`src/rtl/mem_access.sv`:
```
// mem_access: RISC-V MEM stage with bus handshake, load/store formatting and MEM/WB register (optional MEM_MISALIGN_TRAP_EN)
module mem_access #(
  parameter int ADDR_W = 32,
  parameter int DATA_W = 32
) (
  input  logic              clk,
  input  logic              rst,
  input  logic              valid_i,
  input  logic              ctrl_wb_RegWrite_i,
  input  logic              ctrl_wb_Mem2Reg_i,
  input  logic              ctrl_mem_read_i,
  input  logic              ctrl_mem_write_i,
  input  logic [2:0]        funct3_i,
  input  logic [DATA_W-1:0] alu_result_i,
  input  logic [DATA_W-1:0] mem_write_data_i,
  input  logic [4:0]        write_addr_i,
  output logic              stall_o,
  output logic              valid_o,
  output logic              wb_RegWrite_o,
  output logic              wb_Mem2Reg_o,
  output logic [DATA_W-1:0] alu_result_o,
  output logic [DATA_W-1:0] mem_rdata_o,
  output logic [4:0]        write_addr_o,
  output logic              misalign_o,
  output logic              dbus_req_o,
  output logic              dbus_we_o,
  output logic [ADDR_W-1:0] dbus_addr_o,
  output logic [DATA_W-1:0] dbus_wdata_o,
  output logic [3:0]        dbus_be_o,
  input  logic              dbus_gnt_i,
  input  logic              dbus_rvalid_i,
  input  logic [DATA_W-1:0] dbus_rdata_i
);
  typedef enum logic [1:0] {IDLE, REQ, WAIT_R} state_t;
  state_t state, state_n;
  logic [DATA_W-1:0] alu_q, wd_q, ld_data;
  logic [2:0] f3_q;
  logic we_q, rw_q, m2r_q, mem_op, trap, accept, done_st, done_ld;
  logic [4:0] wa_q;
  logic [7:0] lb;
  logic [15:0] lh;
  assign mem_op = valid_i & (ctrl_mem_read_i | ctrl_mem_write_i);
`ifdef MEM_MISALIGN_TRAP_EN
  assign trap = mem_op & ((funct3_i[1:0] == 2'b01 & alu_result_i[0]) | (funct3_i[1] & |alu_result_i[1:0]));
`else
  assign trap = 1'b0;
`endif
  assign accept  = state == IDLE & mem_op & !trap;
  assign done_st = state == REQ & dbus_gnt_i & we_q;
  assign done_ld = state == WAIT_R & dbus_rvalid_i;
  assign dbus_req_o   = state == REQ;
  assign dbus_we_o    = dbus_req_o & we_q;
  assign dbus_addr_o  = {alu_q[ADDR_W-1:2], 2'b00};
  assign dbus_wdata_o = f3_q[1:0] == 2'b00 ? {4{wd_q[7:0]}} : f3_q[1:0] == 2'b01 ? {2{wd_q[15:0]}} : wd_q;
  assign dbus_be_o    = !dbus_req_o ? 4'b0000 : f3_q[1:0] == 2'b00 ? 4'b0001 << alu_q[1:0] :
                        f3_q[1:0] == 2'b01 ? 4'b0011 << alu_q[1:0] : 4'b1111;
  assign lb = alu_q[1:0] == 2'd0 ? dbus_rdata_i[7:0] : alu_q[1:0] == 2'd1 ? dbus_rdata_i[15:8] :
              alu_q[1:0] == 2'd2 ? dbus_rdata_i[23:16] : dbus_rdata_i[31:24];
  assign lh = alu_q[1] ? dbus_rdata_i[31:16] : dbus_rdata_i[15:0];
  assign ld_data = f3_q[1:0] == 2'b00 ? {{24{!f3_q[2] & lb[7]}}, lb} :
                   f3_q[1:0] == 2'b01 ? {{16{!f3_q[2] & lh[15]}}, lh} : dbus_rdata_i;
  // state register; reset abandons any access in flight
  always_ff @(posedge clk)
    if (rst) state <= IDLE;
    else state <= state_n;
  // next state and combinational stall toward the front of the pipeline
  always_comb begin
    state_n = state;
    stall_o = 1'b0;
    state_n = state == IDLE ? (accept ? REQ : IDLE) :
              state == REQ ? (dbus_gnt_i ? (we_q ? IDLE : WAIT_R) : REQ) :
              (dbus_rvalid_i ? IDLE : WAIT_R);
    stall_o = accept | (state == REQ & !(dbus_gnt_i & we_q)) | (state == WAIT_R & !dbus_rvalid_i);
  end
  // capture the access when it is accepted; a read wins over a write
  always_ff @(posedge clk)
    if (rst) begin
      alu_q <= '0;
      wd_q  <= '0;
      f3_q  <= '0;
      we_q  <= 1'b0;
      rw_q  <= 1'b0;
      m2r_q <= 1'b0;
      wa_q  <= '0;
    end else if (accept) begin
      alu_q <= alu_result_i;
      wd_q  <= mem_write_data_i;
      f3_q  <= funct3_i;
      we_q  <= ctrl_mem_write_i & !ctrl_mem_read_i;
      rw_q  <= ctrl_wb_RegWrite_i;
      m2r_q <= ctrl_wb_Mem2Reg_i;
      wa_q  <= write_addr_i;
    end
  // MEM/WB register: single-cycle valid pulse on completion, otherwise hold
  always_ff @(posedge clk)
    if (rst) begin
      valid_o       <= 1'b0;
      wb_RegWrite_o <= 1'b0;
      wb_Mem2Reg_o  <= 1'b0;
      alu_result_o  <= '0;
      mem_rdata_o   <= '0;
      write_addr_o  <= '0;
      misalign_o    <= 1'b0;
    end else begin
      valid_o    <= 1'b0;
      misalign_o <= 1'b0;
      if (state == IDLE & valid_i & !accept) begin
        valid_o       <= 1'b1;
        wb_RegWrite_o <= ctrl_wb_RegWrite_i & !trap;
        wb_Mem2Reg_o  <= ctrl_wb_Mem2Reg_i;
        alu_result_o  <= alu_result_i;
        mem_rdata_o   <= '0;
        write_addr_o  <= write_addr_i;
        misalign_o    <= trap;
      end
      if (done_st | done_ld) begin
        valid_o       <= 1'b1;
        wb_RegWrite_o <= rw_q;
        wb_Mem2Reg_o  <= m2r_q;
        alu_result_o  <= alu_q;
        mem_rdata_o   <= done_ld ? ld_data : '0;
        write_addr_o  <= wa_q;
      end
    end
endmodule

```
`config.mk`:
```
export PLATFORM = sky130hd
export DESIGN_NAME = mem_access
export DESIGN_NICKNAME = d
export VERILOG_FILES = /design/src/rtl/mem_access.sv
export SDC_FILE = /design/constraint.sdc
export NUM_CORES = 1
export LEC_CHECK = 0
export CORE_MARGIN = 2
export CORE_UTILIZATION = 49
export DETAILED_ROUTE_END_ITERATION = 8
export GPL_TIMING_DRIVEN = 0
export PLACE_DENSITY = 0.87
export SYNTH_ARGS = -nofsm -noshare
export SYNTH_HDL_FRONTEND = slang
export SYNTH_SLANG_ARGS = --single-unit
```
`constraint.sdc`:
```
create_clock -name clk -period 4.1 [get_ports clk]
set_clock_uncertainty 0.15 [all_clocks]
set_input_delay 1.23 -clock clk [delete_from_list [all_inputs] [get_ports clk]]
set_output_delay 1.23 -clock clk [all_outputs]
set_load 0.05 [all_outputs]
```
Word-level counts from Yosys, hierarchy flattened. Index checks and enable logic that the tools add are counted.

Input bits: 113. Output and inout port bits: 144. Bits in registers: 149. Word-level logic and storage cells: 78.

Bitwise operators: 18. Mux-type cells: 30. Reductions and logical operators: 9. Shift operators: 2. Equality and inequality tests: 5.

Operator list (count): $mux W32 (9); $mux W8 (3); $mux W16 (1); $and A1 B1 Y1 (14); $mux W4 (3); $mux W2 (5); $mux W5 (2); $mux W1 (7); $eq A2 B1 Y1 const B (3); $logic_not A2 Y1 (3); $logic_not A1 Y1 (5); $eq A2 B2 Y1 const B (2); $or A1 B1 Y1 (4); $shl A1 B2 Y4 const A (1); $shl A2 B2 Y4 const A (1); $reduce_bool A2 Y1 (1).

Longest topological paths before layout. Gate-level depths: netlist of the first run.

Depth after elaboration: 8. Depth in mapped cells: 10. Mapped depth without buffers: 6.

Worst setup path before layout of the first run. OpenSTA, ideal clock, no wires.

Path type: in2out. Start point: input port valid_i. End point: output port stall_o. Buffers on the path: 1. Arrival time: 2.323 ns. Stages: 4. Data required time: 2.720 ns. Path slack: 0.397 ns. Path through: nor3b_2 -> and2b_1 -> buf_2 -> or3_1.

Word-level cells in the longest chain between the ends: 4.

RTL lines: from (decl) (line 8) `input logic valid_i,`; $and A1 B1 Y1 (line 42) `assign mem_op = valid_i & (ctrl_mem_read_i | ctrl_mem_write_i);`; $and A1 B1 Y1 (line 48) `assign accept = state == IDLE & mem_op & !trap;`; $or A1 B1 Y1 (2 in series) (line 73) `stall_o = accept | (state == REQ & !(dbus_gnt_i & we_q)) | (state == WAIT_R & !dbus_rvalid_i);`; to (decl) (line 17) `output logic stall_o,`.

Every way passes these cells.

Final worst setup path of the first run.
Start point: register alu_q[1]. End point: output port dbus_be_o[1].

Word-level cells in the longest chain between the ends: 4. Elaborated cells between the ends (all ways): 5. Classes of those cells: 2 x shift; 3 x mux.

RTL lines: from (decl) (line 36) `logic [DATA_W-1:0] alu_q, wd_q, ld_data;`; from (signal assigned) (line 86) `alu_q <= alu_result_i;`; $shl A2 B2 Y4 (line 56) `f3_q[1:0] == 2'b01 ? 4'b0011 << alu_q[1:0] : 4'b1111;`; $mux W4 (line 56); $mux W4 * (2 in series) (line 55) `assign dbus_be_o = !dbus_req_o ? 4'b0000 : f3_q[1:0] == 2'b00 ? 4'b0001 << alu_q[1:0] :`; to (decl) (line 29) `output logic [3:0] dbus_be_o,`.

Every way passes the cells marked *; elsewhere a longest branch is shown, timed or not.

==> run_results.csv, run 1 <==
group,metric,value,unit
placement,pre_cts_slack,-751,ps
timing,max_clock_freq,250,MHz
power,leakagePower,4.13,nW
cts,clockBufferDepth,2,
placement,portBuffers,253,
global_route,overflow,0,
worst_setup_path,crit_required,2720,ps
worst_setup_path,cp_slowest_cell,"clkdlybuf4s15_2",
power,vdd_drop_max,341,uV
synth,synth_cells,847,
synth,synth_area_per_cell,8.44,um^2
floorplan,core_region_area,14400,um^2
cts,cts_max_level,4,
power,p_switching,0.00127,W
power,power,0.00410,W
floorplan,dieHeight,125,um
placement,place_inst,1286,
power,p_seq_share,38.5,%
power,p_int,0.00283,W
synth,yosysWarnings,0,
global_route,grt_max_degree,17,
global_route,grt_use_total,31.5,%
global_route,gr-usage-met2,53.7,%
status,outcome,"complete, no violations",
worst_setup_path,path_class,"register to output pin",
final_layout,drive_above_1_share,16.4,%
timing,setup_slack,107,ps
global_route,antenna_found_initial,1,
worst_setup_path,slowest_delay,370,ps
synth,yosysSeqAreaShare,41.7,%
timing,tns,0,ps
floorplan,die_width,125,um
final_layout,multiInputGateArea,3470,um^2
placement,routabilityCongestion,0.909,
detailed_routing,first_iter_violations,589,
detailed_routing,viasPerCell,5.65,
synth,syn_area,7150,um^2
cts,cts_tree,"yes",
final_layout,final_common_cell,"clkdlybuf4s50_1",
detailed_routing,drc,0,
worst_setup_path,path_delay_family,"buffers and inverters",
global_route,grt_util_met1,37.6,%
timing,slew_violations,0,
final_layout,final_nets,1241,
final_layout,layout_common_cells,"clkdlybuf4s50_1, nand2_1, dfxtp_1, a21oi_1, buf_4",
cts,clock_latency,420,ps
cts,clockRootBuffer,"clkbuf_16",
floorplan,start_util,49.8,%
global_route,grt.met3_usage,8.85,%
detailed_routing,wl_per_cell,19.0,um
global_route,grt_pass1_wl,38.9,mm
detailed_routing,ant_nets,0,
global_route,grt_pass1_vias,7333,
synth,synth-seq-cells,149,
synth,synth_edf_count,0,
detailed_routing,finalWirelength,25.2,mm
final_layout,nFillCells,1049,
cts,cts_made_buffers,17,
worst_setup_path,cp-end-kind,"output pin",
synth,yosysUniqueCellTypes,48,
cts,cts.sinks,149,
timing,slew_headroom,49.9,%
timing,setup_viol,0,
synth,synth_flop_cell,"dfxtp_1",
timing,worst_pin_slew,751,ps
worst_setup_path,crit_path_start_kind,"register",
power,clock_power_share,37.6,%
final_layout,final_cells,1322,
floorplan,io-pin-count,257,
timing,hold_viol,0,
worst_hold_path,hold_path_class,"register to register",
worst_setup_path,cp.arrival,2610,ps
worst_setup_path,cp_max_fo,10,
detailed_routing,num_vias,7473,
detailed_routing,firstDrtPassIters,5,
timing,min_period,3990,ps
synth,synthArstFlopShare,0,%
cts,cts.clk_slew.worst_paths,60,ps
power,powerDensity,387,nW/um^2
placement,dp_hpwl,18.3,mm
power,combPwrFrac,23.8,%
worst_setup_path,worst-path-buf-inv,5,
floorplan,std_cell_rows,44,
worst_setup_path,path_cells,"clkbuf_1, clkbuf_4, inv_1, ha_1, clkbuf_2, o21ai_0, a21oi_1, clkdlybuf4s15_2",
power,swShare,31.0,%
global_route,grt-busiest-layer,"met2",
floorplan,die_area,15600,um^2
timing,timing.final.crit_share,97.4,%
final_layout,synthToLayoutAreaGrowth,48.3,%
final_layout,regArea,2980,um^2
job,maxCapViolCount,0,
-- final cells by class --
class,count,share of cell area (%)
plain buffers,111,6.56
flip-flops and latches,149,28.1
diodes,1,0.0236
well taps,184,2.17
clock inverters,10,0.873
repair buffers,257,24.4
inverters,11,0.413
clock buffers,22,4.66
multi-input cells,577,32.7
-- cell families (layout without fill, tap and decap cells) --
group	Yosys count	count (layout)	share of synthesized area (%)
other	1	4	0.0524
and+or+nand+nor	316	316	18.5
buffers and inverters	123	411	10.1
muxes	28	28	4.20
adders and majority gates	4	4	0.700
DFF	149	149	41.7
AOI/OAI and AO/OA	226	226	24.7
-- power groups by stage --
stage / Sequential, W / Clock, W / Combinational (W)
after detailed placement: 0.00161 / 0 / 0.000952
final: 0.00158 / 0.00154 / 0.000978
after global routing: 0.00159 / 0.00161 / 0.00103
after CTS: 0.00158 / 0.00154 / 0.000962
after floorplan: 0.00168 / 0 / 0.000509
after global placement: 0.00161 / 0 / 0.000943
-- path summary, 6_finish.rpt --
check / startpoint / to / slack (ps) / cells past startpoint
max: alu_q[1] / dbus_be_o[1] / 110 / 8
min: wd_q[16] / wd_q[16] / 300 / 2
max reg2reg: alu_q[1] / mem_rdata_o[22] / 1520 / 8
min reg2reg: wd_q[16] / wd_q[16] / 300 / 2
-- timing repair --
action,in CTS,in global routing
pin swaps,0,1
endpoints found under the setup margin,13,15
gates resized for setup,21,24
setup buffers,0,4
hold buffers,0,0
-- registers in the layout, summed over array words and instances (netlist names) --
name and count:
write_addr_o 5, wa_q 5, state 2, mem_rdata_o 32, we_q 1, m2r_q 1
wb_Mem2Reg_o 1, valid_o 1, rw_q 1, wb_RegWrite_o 1, wd_q 32, f3_q 3
alu_result_o 32, alu_q 32
-- synthesized netlist by cell type (2+ instances only) --
master,instances,share of area (%)
nand2_1,221,12
a22o_1,15,1.8
buf_4,48,5.0
a311oi_1,4,0.49
and2_1,2,0.17
dfxtp_1,149,42
buf_2,23,1.6
a22oi_1,11,1.2
o21ai_0,11,0.77
buf_1,3,0.16
a21oi_1,94,6.6
a311oi_2,24,5.0
o22ai_1,15,1.3
o311ai_0,7,0.86
o2bb2ai_1,6,0.73
mux2_2,16,2.5
nor2_1,52,2.7
a221oi_1,7,0.86
mux2i_1,12,1.7
nand3_1,12,0.84
nor2b_1,14,1.2
buf_6,7,1.1
ha_1,4,0.70
clkbuf_1,31,1.6
a2bb2oi_1,8,0.98
nor3b_1,2,0.21
inv_1,10,0.52
a211oi_1,9,0.94
nand3b_1,2,0.21
o2bb2ai_2,10,2.1
-- layer usage --
metal	routed length, um	part of all wire [%]
met1	9860	39
met4	598	2.4
met3	2220	8.8
met5	0	0
met2	12500	50
-- stage by stage --
step / cell area (um^2) / util [%] / hold WS, ps
2_1_floorplan: 7160 / - / 283
3_3_place_gp: 9920 / 69.0 / 289
3_5_place_dp: 9920 / 69.0 / 298
4_1_cts: 10500 / 73.2 / 306
5_1_grt: 10600 / 73.8 / 336
6_report: 10600 / 73.8 / 303
-- worst min-delay path, cell delays in order, from the launching register on --
cell and delay (ps):
dfxtp_1 300, nand2_1 50, a21oi_1 50
Note: power is estimated with default switching activity, not from simulation.
==> run 2, diff against run 1 <==
Settings changed: CTS_BUF_LIST set to sky130_fd_sc_hd__clkbuf_16.
==> run 2 against run 1 <==
Combinational power barely moved; worst setup slack got worse by 3.4 ps; sequential share of layout area rose by 0.16 points; wire length fell by 1.4%; sequential cell count did not move; critical path depth fell by 3; first-iteration DRC count fell by 6.3%; critical endpoint is now dbus_wdata_o[30]; final cell count did not move; die area did not move; sequential power barely moved; global-route usage fell by 0.26 points; power fell by 2.5%.
==> run_results.csv, run 2 (synthesis gave the netlist of run 1 again) <==
group,metric,value,unit
power,leakagePower,4.05,nW
power,power,0.00400,W
placement,dp_hpwl,18.3,mm
worst_setup_path,cp-end-kind,"output pin",
final_layout,synthToLayoutAreaGrowth,47.5,%
global_route,grt_pass1_vias,7259,
floorplan,std_cell_rows,44,
floorplan,core_region_area,14400,um^2
detailed_routing,ant_nets,0,
cts,clockRootBuffer,"clkbuf_16",
power,powerDensity,379,nW/um^2
global_route,grt_util_met1,37.9,%
power,vdd_drop_max,342,uV
timing,timing.final.crit_share,97.5,%
timing,slew_headroom,50.8,%
global_route,gr-usage-met2,52.2,%
timing,hold-worst-slack,301,ps
floorplan,start_util,49.8,%
global_route,grt_max_degree,17,
global_route,grt-busiest-layer,"met2",
worst_setup_path,path_class,"register to output pin",
cts,cts_max_level,4,
worst_hold_path,hold_path_class,"register to register",
final_layout,final_nets,1240,
cts,cts_made_buffers,17,
detailed_routing,drc,0,
detailed_routing,first_iter_violations,552,
timing,hold_viol,0,
floorplan,die_area,15600,um^2
timing,max_clock_freq,250,MHz
detailed_routing,finalWirelength,24.8,mm
worst_setup_path,cp.arrival,2620,ps
cts,cts.sinks,149,
global_route,grt_use_total,31.2,%
detailed_routing,viasPerCell,5.62,
timing,worst_pin_slew,738,ps
job,maxCapViolCount,0,
detailed_routing,num_vias,7436,
floorplan,die_width,125,um
timing,slew_violations,0,
placement,routabilityCongestion,0.909,
global_route,grt_pass1_wl,38.7,mm
floorplan,io-pin-count,257,
worst_setup_path,crit_required,2720,ps
placement,portBuffers,253,
timing,grt_setup_unrepaired,"yes",
worst_setup_path,crit_path_start_kind,"register",
final_layout,final_common_cell,"clkdlybuf4s50_1",
final_layout,drive_above_1_share,15.9,%
floorplan,dieHeight,125,um
global_route,overflow,0,
worst_setup_path,cp_max_fo,10,
final_layout,nFillCells,1067,
detailed_routing,firstDrtPassIters,6,
cts,hold_buffers,0,
cts,cts_tree,"yes",
cts,clockBufferDepth,2,
global_route,antenna_found_initial,1,
final_layout,layout_common_cells,"clkdlybuf4s50_1, nand2_1, dfxtp_1, a21oi_1, buf_4",
global_route,grt.met3_usage,9.06,%
cts,cts.clk_slew.worst_paths,60,ps
timing,min_period,4000,ps
timing,setup_viol,0,
detailed_routing,wl_per_cell,18.8,um
cts,clock_latency,430,ps
status,outcome,"complete, no violations",
==> run 2: cell count changes in the layout (fill, tap and decap cells not counted), sizes merged <==
cell | before | now
clkdlybuf4s50 | 237 | 240
dlymetal6s2s | 11 | 8
clkbuf | 53 | 47
diode | 1 | 2
clkinv | 4 | 9
==> run 2: worst paths after layout <==
kind	to	cells past startpoint	start	slack, ps
max reg2reg	mem_rdata_o[22]	8	alu_q[1]	1560
min reg2reg	wd_q[16]	2	wd_q[16]	300
min	wd_q[16]	2	wd_q[16]	300
max	dbus_wdata_o[30]	5	f3_q[0]	100
==> run 2: per-layer routing <==
layer | routed length [um] | part of all wire, % | up-vias
li1 | - | - | 3465
met4 | 658 | 2.7 | 0
met5 | 0 | 0 | -
met2 | 12200 | 49 | 374
met1 | 9870 | 40 | 3537
met3 | 2120 | 8.5 | 60
==> run 2: cell type report <==
| class | count | area, um^2 | area share, % |
|---|---|---|---|
| timing repair buffer | 257 | 2580 | 24.5 |
| inverter | 11 | 43.8 | 0.415 |
| antenna | 2 | 5.00 | 0.0475 |
| multi-input combinational | 577 | 3470 | 32.9 |
| buffer | 110 | 692 | 6.56 |
| tap | 184 | 230 | 2.18 |
| clock buffer | 17 | 425 | 4.03 |
| clock inverter | 15 | 111 | 1.06 |
| sequential | 149 | 2980 | 28.3 |
==> run 2: what timing repair did <==
item	4_1_cts	5_1_grt
gates resized for setup	21	21
setup buffers	0	4
setup endpoints to repair	13	15
pin swaps	0	1
==> run 2: power breakdown <==
part / switching [W] / internal, W
clock: 0.000620 / 0.000825
combinational: 0.000587 / 0.000390
sequential: 0.0000583 / 0.00152
==> run 2: critical path, cell delays in order, from the launching register on <==
cell,delay [ps]
dfxtp_1,430
buf_2,280
buf_2,340
mux2i_1,120
o21ai_0,170
clkdlybuf4s50_1,850
==> run 2: metrics by stage <==
step | setup TNS [ps] | std cells | cell area, um^2 | utilization (%) | setup WS [ps]
6_report | 0 | 1322 | 10500 | 73.4 | 103
5_1_grt | -16.2 | 1321 | 10500 | 73.4 | -16.2
4_1_cts | -87.0 | 1318 | 10500 | 72.9 | -87.0
3_5_place_dp | -935 | 1286 | 9920 | 69.0 | -751
3_3_place_gp | -782 | 1286 | 9920 | 69.0 | -731
2_1_floorplan | 0 | 849 | 7160 | - | 397
==> run 3, diff against run 2 <==
--- a/config.mk
+++ b/config.mk
@@ -7,9 +7,10 @@
 export LEC_CHECK = 0
 export CORE_MARGIN = 2
-export CORE_UTILIZATION = 49
-export CTS_BUF_LIST = sky130_fd_sc_hd__clkbuf_16
+export CORE_UTILIZATION = 50
+export CTS_BUF_LIST = sky130_fd_sc_hd__clkbuf_8
 export DETAILED_ROUTE_END_ITERATION = 8
 export GPL_TIMING_DRIVEN = 0
-export PLACE_DENSITY = 0.87
+export PLACE_DENSITY = 0.88
+export SKIP_LAST_GASP = 1
 export SYNTH_ARGS = -nofsm -noshare
 export SYNTH_HDL_FRONTEND = slang
==> constraint.sdc (replaced) <==
create_clock -name clk -period 4.1 [get_ports clk]
set_clock_uncertainty 0.15 [all_clocks]
set_input_delay 0.615 -clock clk [delete_from_list [all_inputs] [get_ports clk]]
set_output_delay 0.615 -clock clk [all_outputs]
set_load 0.05 [all_outputs]
==> run 3 against run 2 <==
Critical path depth rose by 1; global-route usage grew 0.33 points; clock power decreased by 28%; worst hold slack improved by 8.3 ps; core utilization is 0.38 points higher; final area decreased by 2.5%; combinational power decreased by 2%.
==> run_results.csv, run 3 (synthesis gave the netlist of run 1 again) <==
group,metric,value,unit
detailed_routing,drc,0,
global_route,overflow,0,
worst_setup_path,cp_max_fo,10,
timing,max_clock_freq,262,MHz
floorplan,core_region_area,13900,um^2
timing,tns,0,ps
placement,routabilityCongestion,0.929,
final_layout,final_nets,1238,
global_route,antenna_found_initial,0,
placement,pre_cts_slack,432,ps
floorplan,die_area,15300,um^2
power,combPwrFrac,26.9,%
floorplan,std_cell_rows,43,
power,swShare,33.9,%
timing,setup_slack,285,ps
global_route,grt_use_total,31.5,%
global_route,grt_pass1_wl,36.9,mm
detailed_routing,wl_per_cell,18.6,um
power,leakagePower,3.84,nW
power,p_seq_share,44.1,%
floorplan,dieHeight,124,um
placement,dp_hpwl,18.2,mm
final_layout,final_common_cell,"clkdlybuf4s50_1",
detailed_routing,viasPerCell,5.64,
worst_setup_path,rr_startpoint,"alu_q[1]",
final_layout,fin_area,10300,um^2
cts,hold_buffers,0,
worst_setup_path,crit_path_start_kind,"register",
floorplan,die_width,124,um
cts,clock_latency,460,ps
final_layout,drive_above_1_share,14.8,%
final_layout,layout_common_cells,"clkdlybuf4s50_1, nand2_1, dfxtp_1, a21oi_1, nor2_1",
cts,cts_resized,0,
cts,cts_made_buffers,17,
detailed_routing,finalWirelength,24.4,mm
cts,clockRootBuffer,"clkbuf_8",
cts,cts.clk_slew.worst_paths,80,ps
floorplan,start_util,51.3,%
worst_setup_path,cp.arrival,3050,ps
timing,timing.final.crit_share,93.0,%
worst_setup_path,rr_worst_depth,10,
power,clock_power_share,29.1,%
worst_hold_path,hold_depth,2,
cts,cts.sinks,149,
cts,cts_tree,"yes",
job,maxCapViolCount,0,
worst_setup_path,worstReg2RegEnd,"mem_rdata_o[15]",
worst_setup_path,cp-end-kind,"output pin",
placement,portBuffers,253,
timing,slew_headroom,53.9,%
worst_hold_path,hold_end,"wd_q[23]",
detailed_routing,firstDrtPassIters,8,
power,p_switching,0.00121,W
worst_hold_path,hold_path_class,"register to register",
floorplan,io-pin-count,257,
detailed_routing,num_vias,7413,
power,powerDensity,348,nW/um^2
timing,slew_violations,0,
placement,placed_cell_area,9920,um^2
worst_setup_path,crit_required,3340,ps
timing,worst_pin_slew,689,ps
global_route,grt_pass1_vias,7033,
final_layout,fin_util,73.8,%
worst_setup_path,path_class,"register to output pin",
detailed_routing,first_iter_violations,734,
final_layout,synthToLayoutAreaGrowth,43.7,%
timing,grt_setup_unrepaired,"no",
power,vdd_drop_max,246,uV
worst_hold_path,hp-start,"wd_q[23]",
status,outcome,"complete, no violations",
detailed_routing,ant_nets,0,
cts,post-cts-setup-buffers,0,
worst_setup_path,r2r_slack,1210,ps
cts,clockBufferDepth,2,
cts,cts_max_level,4,
timing,min_period,3810,ps
timing,setup_viol,0,
global_route,grt_max_degree,17,
timing,hold_viol,0,
power,p_int,0.00236,W
==> run 3: area by class of cell <==
cell class	instances	area, um^2
diodes	1	2.50
plain buffers	112	682
clock buffers	20	275
clock inverters	12	80.1
fillers	1001	3660
inverters	11	43.8
multi-input cells	577	3450
flip-flops and latches	149	2980
well taps	180	225
repair buffers	253	2540
==> run 3: power groups by stage <==
stage / clock network (W) / logic, W / registers [W]
2_1_floorplan: 0 / 0.000509 / 0.00168
3_3_place_gp: 0 / 0.000938 / 0.00161
3_5_place_dp: 0 / 0.000950 / 0.00161
4_1_cts: 0.00104 / 0.000955 / 0.00157
5_1_grt: 0.00111 / 0.00101 / 0.00158
6_report: 0.00104 / 0.000961 / 0.00158
==> run 3: worst max-delay path by stage <==
stage / start / endpoint / cells past startpoint
6_report: f3_q[1] / dbus_wdata_o[28] / 6
5_1_grt: alu_q[1] / dbus_be_o[2] / 7
4_1_cts: alu_q[1] / dbus_be_o[1] / 8
3_5_place_dp: valid_i / stall_o / 6
3_3_place_gp: valid_i / stall_o / 6
2_1_floorplan: alu_q[1] / dbus_be_o[1] / 7
==> run 3: per-layer routing <==
metal	part of all wire, %	GRT usage [%]	wire, um	vias to the layer above
met5	0	0	0	-
met4	4.6	15.8	1130	0
met3	9.2	9.43	2260	83
met2	46	50.4	11300	386
met1	40	38.6	9680	3498
li1	-	-	-	3446
==> run 3: metrics by stage <==
stage          power (W)  hold WS [ps]  cells
4_1_cts          0.00357           308   1314
3_5_place_dp     0.00256           295   1282
2_1_floorplan    0.00219           283    849
3_3_place_gp     0.00254           291   1282
5_1_grt          0.00371           336   1314
6_report         0.00358           309   1315
==> run 3: worst max-delay path: stages (launching register included) <==
cell and delay (ps):
dfxtp_1 340, buf_2 230, buf_1 470, clkbuf_1 480, nand2_1 130, o21ai_0 100, clkdlybuf4s50_1 840
